==> config.mk <==
export PLATFORM = sky130hd
export DESIGN_NAME = steer_en
export DESIGN_NICKNAME = d
export VERILOG_FILES = /design/src/rtl/steer_en.sv
export SDC_FILE = /design/constraint.sdc
export NUM_CORES = 1
export LEC_CHECK = 0
export ABC_AREA = 1
export BUFFER_PORTS_ARGS = -buffer_cell sky130_fd_sc_hd__buf_2
export CAP_MARGIN = 20
export CORE_MARGIN = 1.5
export CORE_UTILIZATION = 25
export DETAILED_ROUTE_END_ITERATION = 8
export PLACE_DENSITY = 0.39
export SLEW_MARGIN = 20
export SYNTH_ARGS = -nofsm -noshare
export SYNTH_HDL_FRONTEND = slang
export SYNTH_SLANG_ARGS = --single-unit
==> constraint.sdc <==
create_clock -name clk -period 5.2 [get_ports clk]
set_input_delay 1.04 -clock clk [delete_from_list [all_inputs] [get_ports clk]]
set_output_delay 1.04 -clock clk [all_outputs]
set_load 0.05 [all_outputs]
==> src/rtl/steer_en.sv <==
// Steering enable for a self-balancing platform: detects a rider from two load cells,
// waits for a settled, balanced stance, then allows steering by weight shift.
module steer_en #(
    parameter logic        fast_sim         = 1'b0,
    parameter logic [11:0] MIN_RIDER_WEIGHT = 12'h200,
    parameter logic [11:0] WT_HYSTERESIS    = 12'h040
) (
    input  logic        clk,
    input  logic        rst_n,
    input  logic [11:0] lft_ld,
    input  logic [11:0] rght_ld,
    output logic [11:0] ld_cell_diff,
    output logic        en_steer,
    output logic        rider_off
);

    typedef enum logic [1:0] {
        IDLE  = 2'd0,
        WAIT  = 2'd1,
        STEER = 2'd2
    } state_t;

    localparam logic [12:0] THRESH_HI = {1'b0, MIN_RIDER_WEIGHT} + {1'b0, WT_HYSTERESIS};
    localparam logic [12:0] THRESH_LO = {1'b0, MIN_RIDER_WEIGHT} - {1'b0, WT_HYSTERESIS};

    logic [11:0] lft_q, lft_d;
    logic [11:0] rght_q, rght_d;
    logic [11:0] ld_cell_diff_q, ld_cell_diff_d;
    logic [25:0] tmr_q, tmr_d;
    state_t      state_q, state_d;

    logic [12:0] sum;
    logic [12:0] diff;
    logic [11:0] abs_diff;
    logic        sum_gt_min;
    logic        sum_lt_min;
    logic        diff_gt_1_4;
    logic        diff_gt_15_16;
    logic        tmr_full;

    always_comb begin
        lft_d  = lft_ld;
        rght_d = rght_ld;
    end

    // Arithmetic on the registered samples; |diff| never exceeds 4095 so 12 bits suffice.
    always_comb begin
        sum      = {1'b0, lft_q} + {1'b0, rght_q};
        diff     = {1'b0, lft_q} - {1'b0, rght_q};
        abs_diff = diff[12] ? (rght_q - lft_q) : (lft_q - rght_q);
    end

    always_comb begin
        sum_gt_min    = (sum > THRESH_HI);
        sum_lt_min    = (sum < THRESH_LO);
        diff_gt_1_4   = ({1'b0, abs_diff} > (sum >> 2));
        diff_gt_15_16 = ({1'b0, abs_diff} > (sum - (sum >> 4)));
        tmr_full      = fast_sim ? (&tmr_q[14:0]) : (&tmr_q);
    end

    // Bits 12 and 11 disagreeing means the 13-bit difference is outside 12-bit signed range.
    always_comb begin
        ld_cell_diff_d = diff[11:0];
        if (!diff[12] && diff[11]) begin
            ld_cell_diff_d = 12'h7FF;
        end else if (diff[12] && !diff[11]) begin
            ld_cell_diff_d = 12'h800;
        end
    end

    always_comb begin
        state_d = state_q;
        tmr_d   = tmr_q;
        case (state_q)
            IDLE: begin
                if (sum_gt_min) begin
                    state_d = WAIT;
                    tmr_d   = '0;
                end
            end
            WAIT: begin
                if (sum_lt_min) begin
                    state_d = IDLE;
                end else if (diff_gt_1_4) begin
                    tmr_d = '0;
                end else if (tmr_full) begin
                    state_d = STEER;
                end else begin
                    tmr_d = tmr_q + 26'd1;
                end
            end
            STEER: begin
                if (sum_lt_min) begin
                    state_d = IDLE;
                end else if (diff_gt_15_16) begin
                    state_d = WAIT;
                    tmr_d   = '0;
                end
            end
            default: begin
                state_d = IDLE;
            end
        endcase
    end

    always_ff @(posedge clk or negedge rst_n) begin
        if (!rst_n) begin
            lft_q          <= '0;
            rght_q         <= '0;
            ld_cell_diff_q <= '0;
            tmr_q          <= '0;
            state_q        <= IDLE;
        end else begin
            lft_q          <= lft_d;
            rght_q         <= rght_d;
            ld_cell_diff_q <= ld_cell_diff_d;
            tmr_q          <= tmr_d;
            state_q        <= state_d;
        end
    end

    always_comb begin
        ld_cell_diff = ld_cell_diff_q;
        en_steer     = (state_q == STEER);
        rider_off    = (state_q == IDLE);
    end

endmodule

==> reports/metrics.cfg <==
[floorplan]
fp-row-count = 57
core_sq_mm = 0.0242
dieArea_sq_mm = 0.0255
die_w_microns = 160
start_util = 0.254
die-height_microns = 160
pin_count = 40

[cells_and_area]
layout_commonest_cell = nand2_1
drive_gt1_frac = 0.139
fin_area_sq_mm = 0.00717
final_cells = 1269
diodes = 0
regArea_sq_mm = 0.00160
finalNetCount = 1035
mostFrequentLayoutCells = 263 x nand2_1, 113 x inv_1, 70 x nand3_1
n_fill_cell = 2647
syn2layout_area_growth_pct = 16.8
multi_input_area_sq_mm = 0.00404
fin_util = 0.296

[clock_network]
numCtsBuffers = 9
clk_latency_ns = 0.35
clkSinkCount = 64
clkTransAtPathRegs_ns = 0.06
htree_levels = 3
cts_tree = built
cts_hold_buf = 0
clock_path_buffers = 2
cts_root_buf = clkbuf_16

[route]
firstDrtPassIters = 5
antenna_left = 0
viasPerCell = 4.51
drt_iter0_drc = 320
drc_errors = 0
wire_per_inst_microns = 14.6
drt-total-wl_microns = 18500
vias = 5721

[critical_path]
path_max_fanout = 7
critical_path.slowest_cell = fa_1
required_ns = 5.44
crit_path_start_kind = register
crit_path_end_kind = register
cp_num_buf_inv = 2
critical_path.max_stage_delay_ns = 0.39
cp.arrival_ns = 5.02
critPathKind = register to register
worst_path_most_repeated_cell = nand2_1
cp_top_family = simple AND/OR/NAND/NOR gates

[pwr]
power_mw = 2.42
power.leakage_nw = 3.70
power_density_mw_per_mm2 = 338
peakVddDrop_mv = 0.171

[global_routing]
grt_busiest_layer = met2
use_met2 = 0.227
track_usage = 0.148
gr-total-overflow = 0
grt_use_met1 = 0.216
grt_pass1_wl_microns = 29700
antenna_found_initial = 0
first_global_vias = 5471
grt_max_degree = 36
grtUsageMet3 = 0.0210

[min_path]
hold_class = register to register

[placement]
gp_congestion = 0.798
port_buffers = 39
dp_cells = 1245
placed_cell_area_sq_mm = 0.00668
dp_hpwl_microns = 14100
post-place-ws_ns = 0.0679

[timing]
finalSetupViolCount = 0
hold_violations = 0
fmax_mhz = 209
report.final.slew_viol_count = 0
slew_headroom = 0.478
tightestPinTransition_ns = 0.784
fin_tns_setup_ns = 0
post-route-period-util = 0.920
fin_worst_skew_ns = 0.00805
fin_crit_ns = 4.78
hold_slack_ns = 0.502
finalWorstSetupSlack_ns = 0.418

[synthesis]
syn-instance-count = 894
synth-async-reset-ratio = 1.00
synth_ff_type = dfrtp_1
synth_edf_count = 0
synth_cell_type_count = 40
syn_avg_cell_area_sq_um = 6.86
ys_ff_latch = 64
syn-num-nets = 989
yosysWarnings = 0
seq_area_frac_synth = 0.261
netlist_area_sq_mm = 0.00614

[run_status]
status = finished clean

[job]
cap_viol_max_count = 0

[worst register-to-register path, delay by kind of cell, from the launching register on]
family,cells,cell delay [ns]
xor gates and xnor gates,2,0.26
AOI/OAI and AO/OA,3,0.43
DFF,1,0.37
and+or+nand+nor,16,2.03
adders and majority gates,5,1.50
buffers and inverters,2,0.11
[kinds of logic (layout without fill, tap and decap cells)]
logic type      count (synthesis)  after routing  share of synthesized area
mux                             1              1                    0.00163
buf+inv                       150            198                      0.104
simple gates                  489            492                      0.354
xor+xnor                       45             45                     0.0642
fa+ha+maj                      69             69                      0.146
flops                          64             64                      0.261
compound gates                 76             76                     0.0697
[worst paths after layout]
path | from | end | slack [ns] | cells past startpoint
worst max-delay path | rght_q[0] | tmr_q[3] | 0.42 | 28
worst min-delay path | tmr_q[10] | tmr_q[10] | 0.50 | 2
worst max register to register | rght_q[0] | tmr_q[3] | 0.42 | 28
worst min register to register | tmr_q[10] | tmr_q[10] | 0.50 | 2
max in group asynchronous | rst_n | tmr_q[18] | 3.50 | 2
min in group asynchronous | rst_n | rght_q[8] | 0.77 | 1
[registers in the layout (all words and copies together), names as in the netlist]
name	count
rght_q	12
tmr_q	26
ld_cell_diff	12
state_q	2
lft_q	12
[routing by layer]
layer	part of all wire	vias to the layer above	routed length, microns
met5	0	-	0
met4	0.011	0	195
met3	0.034	13	624
met2	0.43	84	7890
met1	0.53	2646	9810
li1	-	2978	-
[layout make-up]
class / count / area share
Multi-Input combinational cell: 683 / 0.564
Clock inverter: 6 / 0.00838
Sequential cell: 64 / 0.223
Clock buffer: 10 / 0.0319
Inverter: 125 / 0.0655
Timing Repair Buffer: 57 / 0.0503
Tap cell: 324 / 0.0566
[where the power goes]
part | internal [mW] | switching [mW] | total [mW]
registers | 0.542 | 0.0257 | 0.568
clock network | 0.369 | 0.245 | 0.614
logic | 0.388 | 0.853 | 1.24
total | 1.30 | 1.12 | 2.42
[Yosys cell counts, types with 2 or more instances]
master,instances,share of area
nand2_1,266,0.16
inv_1,113,0.069
nand3_1,70,0.057
ha_1,65,0.13
nor2_1,65,0.040
dfrtp_1,64,0.26
nand4_1,50,0.051
a21oi_1,41,0.033
xor2_1,32,0.046
o21ai_0,17,0.014
xnor2_1,13,0.019
inv_2,12,0.0073
nand2_2,10,0.010
buf_2,8,0.0065
nor3_1,8,0.0065
nor2_2,7,0.0071
buf_6,6,0.011
buf_4,5,0.0061
clkbuf_1,5,0.0031
nor4_1,5,0.0051
a21oi_2,4,0.0057
fa_1,4,0.013
a31oi_1,3,0.0031
o21bai_1,3,0.0037
a21o_1,2,0.0024
nor2_4,2,0.0037
[timing repair]
action	CTS	global route
endpoints found under the hold margin	0	0
setup buffers	0	4
endpoints found under the setup margin	0	27
gates resized for setup	0	25
Power figures use the tool's default switching activity.
